$ cat src/rtl/microprocessor_core_if.sv
// rtl/microprocessor_core_if.sv - instruction fetch bus between core and instruction store
interface microprocessor_core_if #(
  parameter int PC_W = 8
);
  logic [7:0]      instruction;
  logic            instr_valid;
  logic            instr_req;
  logic [PC_W-1:0] instruction_address;

  // core side: issues requests and the fetch address
  modport master (
    input  instruction,
    input  instr_valid,
    output instr_req,
    output instruction_address
  );

  // instruction store side: answers with the instruction word
  modport slave (
    output instruction,
    output instr_valid,
    input  instr_req,
    input  instruction_address
  );
endinterface

$ cat src/rtl/microprocessor_core.sv
// rtl/microprocessor_core.sv - multi-cycle four-register CPU with internal data memory
module microprocessor_core #(
  parameter int DATA_W    = 8,
  parameter int PC_W      = 8,
  parameter int MEM_DEPTH = 32,
  parameter int TICK_DIV  = 1,
  parameter int COND_BR   = 1
) (
  input  logic                  oscillator,
  input  logic                  reset,
  microprocessor_core_if.master fetch,
  output logic [1:0]            op,
  output logic                  mem_read,
  output logic                  mem_write,
  output logic                  reg_write,
  output logic                  carry,
  output logic                  halted,
  output logic [1:0]            reg_num,
  output logic [DATA_W-1:0]     reg_data
);

  localparam int AW = $clog2(MEM_DEPTH);
  localparam int CW = (TICK_DIV > 1) ? $clog2(TICK_DIV) : 1;

  localparam logic [1:0] OP_ADD   = 2'b00;
  localparam logic [1:0] OP_LOAD  = 2'b01;
  localparam logic [1:0] OP_STORE = 2'b10;

  typedef enum logic [2:0] {
    S_FETCH,
    S_DECODE,
    S_EXEC,
    S_WB,
    S_HALT
  } state_t;

  state_t            state, state_n;
  logic [CW-1:0]     tick_cnt;
  logic              tick;
  logic [PC_W-1:0]   pc;
  logic [7:0]        ir;
  logic [DATA_W-1:0] a, b, result;
  logic [DATA_W-1:0] regs [4];
  logic [DATA_W-1:0] mem [MEM_DEPTH];

  logic [1:0]        ir_op, rs, rt, rd;
  logic              is_halt, taken;
  logic [DATA_W:0]   sum;
  logic [DATA_W-1:0] eff;
  logic [AW-1:0]     addr;
  logic [PC_W-1:0]   simm_pc;

  // Power-on contents: ascending values in the lower half, negated offsets in the upper half
  function automatic logic [DATA_W-1:0] mem_init(input int i);
    int v;
    v = (i < MEM_DEPTH / 2) ? i : (MEM_DEPTH / 2 - i);
    return DATA_W'(v);
  endfunction

  assign ir_op   = ir[7:6];
  assign rs      = ir[5:4];
  assign rt      = ir[3:2];
  assign rd      = (ir_op == OP_ADD) ? ir[1:0] : rt;
  assign is_halt = (ir_op == 2'b11) && (ir[3:0] == 4'b1000);
  assign taken   = (COND_BR == 0) || (a == '0);
  assign sum     = {1'b0, a} + {1'b0, b};
  assign eff     = a + {{(DATA_W-2){ir[1]}}, ir[1:0]};
  assign addr    = AW'(eff);
  assign simm_pc = {{(PC_W-4){ir[3]}}, ir[3:0]};

  assign op                        = ir_op;
  assign fetch.instruction_address = pc;

  // Step-rate divider: tick fires once every TICK_DIV oscillator cycles
  always_ff @(posedge oscillator or negedge reset) begin
    if (!reset)    tick_cnt <= '0;
    else if (tick) tick_cnt <= '0;
    else           tick_cnt <= tick_cnt + CW'(1);
  end
  assign tick = (tick_cnt == CW'(TICK_DIV - 1));

  // State register advances only on tick
  always_ff @(posedge oscillator or negedge reset) begin
    if (!reset)    state <= S_FETCH;
    else if (tick) state <= state_n;
  end

  // Next-state selection and state-decoded control outputs
  always_comb begin
    state_n         = state;
    fetch.instr_req = 1'b0;
    mem_read        = 1'b0;
    mem_write       = 1'b0;
    reg_write       = 1'b0;
    halted          = 1'b0;
    case (state)
      S_FETCH: begin
        fetch.instr_req = 1'b1;
        if (fetch.instr_valid) state_n = S_DECODE;
      end
      S_DECODE: state_n = is_halt ? S_HALT : S_EXEC;
      S_EXEC: begin
        mem_read  = (ir_op == OP_LOAD);
        mem_write = (ir_op == OP_STORE);
        state_n   = (ir_op == 2'b11) ? S_FETCH : S_WB;
      end
      S_WB: begin
        reg_write = (ir_op == OP_ADD) || (ir_op == OP_LOAD);
        state_n   = S_FETCH;
      end
      S_HALT: begin
        halted  = 1'b1;
        state_n = S_HALT;
      end
      default: state_n = S_FETCH;
    endcase
  end

  // Architectural state: IR, operand latches, registers, memory, PC, console
  always_ff @(posedge oscillator or negedge reset) begin
    if (!reset) begin
      pc       <= '0;
      ir       <= '0;
      a        <= '0;
      b        <= '0;
      result   <= '0;
      carry    <= 1'b0;
      reg_num  <= '0;
      reg_data <= '0;
      for (int i = 0; i < 4; i++) regs[i] <= '0;
      for (int i = 0; i < MEM_DEPTH; i++) mem[i] <= mem_init(i);
    end else if (tick) begin
      case (state)
        S_FETCH: if (fetch.instr_valid) ir <= fetch.instruction;
        S_DECODE: begin
          // operands are frozen here so Rd==rs/rt sees the old value
          a <= regs[rs];
          b <= regs[rt];
        end
        S_EXEC: begin
          case (ir_op)
            OP_ADD: begin
              result <= sum[DATA_W-1:0];
              carry  <= sum[DATA_W];
            end
            OP_LOAD:  result    <= mem[addr];
            OP_STORE: mem[addr] <= b;
            default:  pc <= pc + PC_W'(1) + (taken ? simm_pc : '0);
          endcase
        end
        S_WB: begin
          if ((ir_op == OP_ADD) || (ir_op == OP_LOAD)) begin
            regs[rd] <= result;
            reg_num  <= rd;
            reg_data <= result;
          end
          pc <= pc + PC_W'(1);
        end
        default: ;
      endcase
    end
  end

endmodule
$ cat src/flat_wrapper.sv
// flat-port wrapper written by rule: the top's interface ports become plain ports
module microprocessor_core_flat 
#(
  parameter int DATA_W    = 8,
  parameter int PC_W      = 8,
  parameter int MEM_DEPTH = 32,
  parameter int TICK_DIV  = 1,
  parameter int COND_BR   = 1
)
  (oscillator, reset, op, mem_read, mem_write, reg_write, carry, halted, reg_num, reg_data, fetch_instruction, fetch_instr_valid, fetch_instr_req, fetch_instruction_address);
  microprocessor_core_if #(.PC_W(PC_W)) fetch_i ();
  input  logic oscillator;
  input  logic reset;
  output logic [1:0] op;
  output logic mem_read;
  output logic mem_write;
  output logic reg_write;
  output logic carry;
  output logic halted;
  output logic [1:0] reg_num;
  output logic [DATA_W-1:0] reg_data;
  input wire logic [$bits(fetch_i.instruction)-1:0] fetch_instruction;
  input wire logic [$bits(fetch_i.instr_valid)-1:0] fetch_instr_valid;
  output wire logic [$bits(fetch_i.instr_req)-1:0] fetch_instr_req;
  output wire logic [$bits(fetch_i.instruction_address)-1:0] fetch_instruction_address;
  assign fetch_i.instruction = fetch_instruction;
  assign fetch_i.instr_valid = fetch_instr_valid;
  assign fetch_instr_req = fetch_i.instr_req;
  assign fetch_instruction_address = fetch_i.instruction_address;
  microprocessor_core #(.DATA_W(DATA_W), .PC_W(PC_W), .MEM_DEPTH(MEM_DEPTH), .TICK_DIV(TICK_DIV), .COND_BR(COND_BR)) u_core (.oscillator(oscillator), .reset(reset), .fetch(fetch_i), .op(op), .mem_read(mem_read), .mem_write(mem_write), .reg_write(reg_write), .carry(carry), .halted(halted), .reg_num(reg_num), .reg_data(reg_data));
endmodule
$ cat config.mk
export PLATFORM = sky130hd
export DESIGN_NAME = microprocessor_core_flat
export DESIGN_NICKNAME = d
export VERILOG_FILES = /design/src/rtl/microprocessor_core_if.sv /design/src/rtl/microprocessor_core.sv /design/src/flat_wrapper.sv
export SDC_FILE = /design/constraint.sdc
export NUM_CORES = 1
export LEC_CHECK = 0
export ABC_CLOCK_PERIOD_IN_PS = 3050
export BUFFER_PORTS_ARGS = -buffer_cell sky130_fd_sc_hd__buf_2
export CELL_PAD_IN_SITES_DETAIL_PLACEMENT = 0
export CELL_PAD_IN_SITES_GLOBAL_PLACEMENT = 1
export CORE_MARGIN = 4
export CORE_UTILIZATION = 30
export DETAILED_ROUTE_END_ITERATION = 7
export PLACE_DENSITY = 0.53
export SYNTH_ARGS = -nofsm -noshare
export SYNTH_HDL_FRONTEND = slang
export SYNTH_SLANG_ARGS = --single-unit
$ cat constraint.sdc
create_clock -name oscillator -period 3.05 [get_ports oscillator]
set_clock_uncertainty 0.15 [all_clocks]
set_input_delay 0.305 -clock oscillator [delete_from_list [all_inputs] [get_ports oscillator]]
set_output_delay 0.305 -clock oscillator [all_outputs]
set_load 0.01 [all_outputs]
* Yosys cells after proc, flatten, opt, wreduce, memory -nomap -nowiden
Index checks and enable logic that the tools add are counted.
Operators by class: magnitude comparators 6, bitwise logic cells 5, equal/unequal tests 10, muxes and demuxes 30, reductions and logical operators 18, add/subtract/negate cells 5
Operators by type and width (number):
- bitwise mux 256 bit | 1
- 2-to-1 mux 8 bit | 10
- binary-select mux 8 bit (select 5 bit) | 1
- demux 8 bit (select 5 bit) | 1
- binary-select mux 8 bit (select 2 bit) | 2
- bitwise mux 32 bit | 1
- case mux 8 bit (2 select lines) | 2
- AND reduction 3 bit | 6
- demux 8 bit (select 2 bit) | 1
- case mux 3 bit (4 select lines) | 1
- adder 8 x 8 -> 9 bit | 1
- >= comparator 3 bit (second input constant) | 3
- NOT 2 -> 3 bit | 3
- adder 8 x 1 -> 8 bit (second input constant) | 1
- adder 8 bit | 1
- zero test 8 bit | 1
- equality test 3 x 2 -> 1 bit (second input constant) | 2
- >= comparator 6 bit (second input constant) | 1
- less-than comparator 6 x 1 -> 1 bit (second input constant) | 1
- 2-to-1 mux 1 bit | 6
- 2-to-1 mux 3 bit | 2
- NOT 5 -> 6 bit | 1
- adder 5 bit | 1
- equality test 2 bit (second input constant) | 2
- 16 further kinds | 22
Storage, ports and cells: input bits 11, logic and storage cells 120, flip-flop bits (word level) 343, output and inout bits 26

* Depth between registers and ports, before layout
depth in word-level cells 8, depth in mapped cells 13, gate-level depth less buffers 13

* Worst setup path before layout
OpenSTA, ideal clock, no wires.
kind reg-to-reg, from register u_core.a[0], to register u_core.result[5], buffers on the path 3, arrival 2.766 ns, period minus slack after synthesis 3.048 ns, cell stages (with the launch flop) 9, setup time 0.132 ns, data required time 2.768 ns, path slack 0.002 ns, cells stage by stage dfrtp_1 -> ha_1 -> fa_1 -> buf_1 -> buf_1 -> buf_2 -> mux4_2 -> a221oi_1 -> a21oi_1
On the way: cells in the longest elaborated chain, start to end 6, elaborated cells on any way between the ends 7, classes of those cells 2 x add/sub; 4 x mux; 1 x bitwise
RTL lines:
- start, declared | line microprocessor_core.sv:42 | logic [DATA_W-1:0] a, b, result;
- start signal, assigned | line microprocessor_core.sv:137 | a <= regs[rs];
- adder 5 bit | line microprocessor_core.sv:67 | assign eff = a + {{(DATA_W-2){ir[1]}}, ir[1:0]};
- NOT 5 -> 6 bit (implied by the code) | line microprocessor_core.sv:146 | OP_LOAD: result <= mem[addr];
- binary-select mux 8 bit (select 5 bit) | line microprocessor_core.sv:146
- 2-to-1 mux 8 bit (implied by the code) (2 in series) | line microprocessor_core.sv:146
- case mux 8 bit (2 select lines) (*) | line microprocessor_core.sv:141 | case (ir_op)
- end signal, assigned | line microprocessor_core.sv:143 | result <= sum[DATA_W-1:0];
- end signal, assigned | line microprocessor_core.sv:146
- end, declared | line microprocessor_core.sv:42
Every way passes the cells marked *; elsewhere a longest branch is shown, timed or not. The select of a mux whose other input is x is not followed. A chain may end at the register's enable or synchronous reset.

* Worst setup path after layout
from register u_core.a[0], to register u_core.result[1]
The elaborated chain is that of the path after synthesis.

==> out/summary.txt <==
post-synth top area share: 32.6%
synthesized netlist cell count: 1178
DP Wirelength: 31.1 mm
Final ANT Viol Nets: 0
Net Count, Synth: 1209
PD cells: 1050 mW/mm^2
first-pass GRT wire length: 72.1 mm
clock buffer depth: 3
Netlist cell types: 71
Psw: 8.24 mW
final setup vio count: 0
gpl congestion: 0.788
Leak: 9.13 nW
mapped cell area: 0.0167 sq mm
Data arrival, critical path: 3.38 ns
Logic pwr share: 47.8%
TritonRoute pass-1 iters: 4
Int Pwr: 13.7 mW
vias in the first global route: 11100
max capacitance violation total: 0
Tmin final: 3.05 ns
initial antenna violation count: 0
1st-iter DRT viols: 437
CP Data Required Time: 3.38 ns
Initial Util: 30.3%
DRC viols: 0
post-synthesis sequential area ratio: 52.1%
worst skew pair latency: 0.58 ns
total power: 22.0 mW
Slew @ Worst Pin: 0.653 ns
outcome: completed
layout cell share with drive strength beyond 1: 61.1%
Tcrit/Tclk final: 99.9%
Die Y: 244 microns
Fin. Hold Viols: 0
H-Tree Depth: 2
Total Routing Usage GR: 15.9%
Commonest cells post-synth: mux2_2, dfrtp_1, dfstp_2
crit-path cells: ha_4 > fa_4 > buf_12 > buf_12 > buf_12 > buf_4 > mux4_2 > nand2_2 > a311o_1 > a31oi_1
RSZ-0062 raised after global routing: true
max incr delay on CP: 0.85 ns
# IOs: 37
ys flop type: dfrtp_1
CP Launch Type: register
Crit-path slowest cell: fa_4
final slew viol count: 0
WL per Instance: 22.2 microns
maximum vdd drop: 0.000506 V
fin nets: 1373
Core Box Area: 0.0552 sq mm
total negative slack: 0 ns
routed vias: 10400
Avg Cell Area, Syn: 14.2 sq um
routed vias/inst: 4.92
Die Width: 244 microns
fraction of registers with async set/reset: 100%
top-count cell post-synth: mux2_2
sequential power share: 30.2%
Crit path top cell by count: buf_12
Crit. End Element: register
clock sink count: 342
IO buf count: 36
Switching Share: 37.5%
type of the worst setup path: reg2reg
Worst slew margin: 56.3%
final wirelength: 47.2 mm
clock power share: 22.0%
number of synthesized flops with an enable pin: 0
largest net degree at the start of global routing: 79
Tightest Hold Check Type: in2async
Yosys top cell by area: dfrtp_1
Max FO, Critical Path: 8
fmax: 0.328 GHz
CTS buffer count: 41
dominant cells by area after synthesis: dfrtp_1, mux2_2, dfstp_2
CP top delay family: adder cells
Root Buffer: clkbuf_16
#FFs+latches synth: 342
total grt overflow: 0
# rows: 86
CP Buf/Inv Count: 4
Synth warnings: 0
# diodes: 0
clk slew on worst S/H paths: 0.06 ns
CTS tree: done
Area growth, synth to finish: 25.1%
die area: 0.0596 sq mm
[metal layers]
layer / part of all wire, % / GRT usage, % / vias up
li1: - / - / 4714
met1: 47 / 21.9 / 5509
met2: 48 / 26.3 / 167
met3: 3.6 / 2.42 / 58
met4: 2.0 / 4.22 / 0
met5: 0 / 0 / -
[flip-flops by register name (all words and copies together) (netlist names), 2 cells and up]
signal / cells
u_core.reg_num: 2
u_core.mem: 256
u_core.regs: 32
u_core.result: 8
u_core.reg_data: 8
u_core.a: 8
u_core.state: 3
u_core.b: 8
u_core.ir: 8
u_core.fetch.instruction_address: 8
[placed cells by master (no fill, tap or decap), types with 5 or more instances in the layout]
master         count
nor2_2             5
xor2_1             8
buf_12            29
dlygate4sd3_1     10
nand3_1           18
mux2_2           272
and2_4             8
clkbuf_8           7
mux2i_1            8
dfrtp_1          217
clkbuf_16         41
mux2_4            26
clkbuf_1          14
nor3_1             6
clkinv_2           7
buf_2             35
o21ai_0           33
nand2_2           14
mux4_2            80
a21o_1             6
nor2_1            28
ha_1              15
nand2_1           57
buf_6             14
o22ai_1            6
a21oi_1           26
a21oi_2            5
nor2_4             6
inv_1             12
dfstp_2          124
xnor2_1            8
nand2_4            7
buf_4             99
[final cells by class]
class                      instances  area [sq um]
inverter                          17          63.8
fill                            5349         34300
sequential                       342          8710
tap                              748           936
multi-input combinational        750          8070
timing repair buffer             190          1820
clock inverter                    14           151
clock buffer                      62          1170
[through the flow]
| stage | hold WS (ns) | cell area [sq um] | utilization [%] | cells | setup WS [ns] |
|---|---|---|---|---|---|
| after global routing | 0.213 | 20900 | 37.9 | 2123 | -0.0657 |
| after floorplan | -0.141 | 16700 | - | 1178 | 0.00185 |
| after global placement | 0.184 | 18700 | 33.9 | 2008 | -0.154 |
| final | 0.173 | 20900 | 37.9 | 2123 | 0.00185 |
| after CTS | 0.167 | 20700 | 37.5 | 2116 | -0.0875 |
| after detailed placement | 0.188 | 18700 | 33.9 | 2008 | -0.160 |
[power by group through the flow]
stage | logic, mW | registers, mW | clock network, mW
after floorplan | 5.58 | 6.43 | 0
after global placement | 9.13 | 6.68 | 0
after detailed placement | 9.15 | 6.70 | 0
after CTS | 10.3 | 6.63 | 5.02
after global routing | 11.2 | 6.80 | 5.20
final | 10.5 | 6.64 | 4.85
[final timing paths]
check                      slack, ns  depth (start not counted)                        from                           end
max                            0.002                         10     u_core.a[0]$_DFFE_PN0P_  u_core.result[1]$_DFFE_PN0P_
min                             0.17                          2                       reset    u_core.mem[57]$_DFFE_PN0P_
max reg2reg                    0.002                         10     u_core.a[0]$_DFFE_PN0P_  u_core.result[1]$_DFFE_PN0P_
min reg2reg                     0.33                          2  u_core.mem[81]$_DFFE_PN1P_    u_core.mem[81]$_DFFE_PN1P_
max in group asynchronous       1.63                          3                       reset   u_core.mem[130]$_DFFE_PN1P_
min in group oscillator         0.33                          2  u_core.mem[81]$_DFFE_PN1P_    u_core.mem[81]$_DFFE_PN1P_
[timing repair]
action / 4_1_cts / 5_1_grt
setup endpoints to repair: 31 / 211
gates cloned: 1 / 0
setup buffers: 21 / 8
hold buffers: 10 / 0
gates resized for setup: 75 / 49
pin swaps: 21 / 21
hold endpoints to repair: 73 / 0
[kinds of logic (layout without fill, tap and decap cells)]
kind of cell	count (synthesis)	count (layout)	share of synthesized area (%)
AO/OA/AOI/OAI	123	123	4.74
XOR/XNOR	21	21	1.32
adder cells (fa/ha/maj)	20	20	1.63
buffers and inverters	86	283	2.24
flip-flops	342	342	52.1
multiplexers	392	392	31.7
AND/OR/NAND/NOR	194	194	6.30
Power figures use the tool's default switching activity.
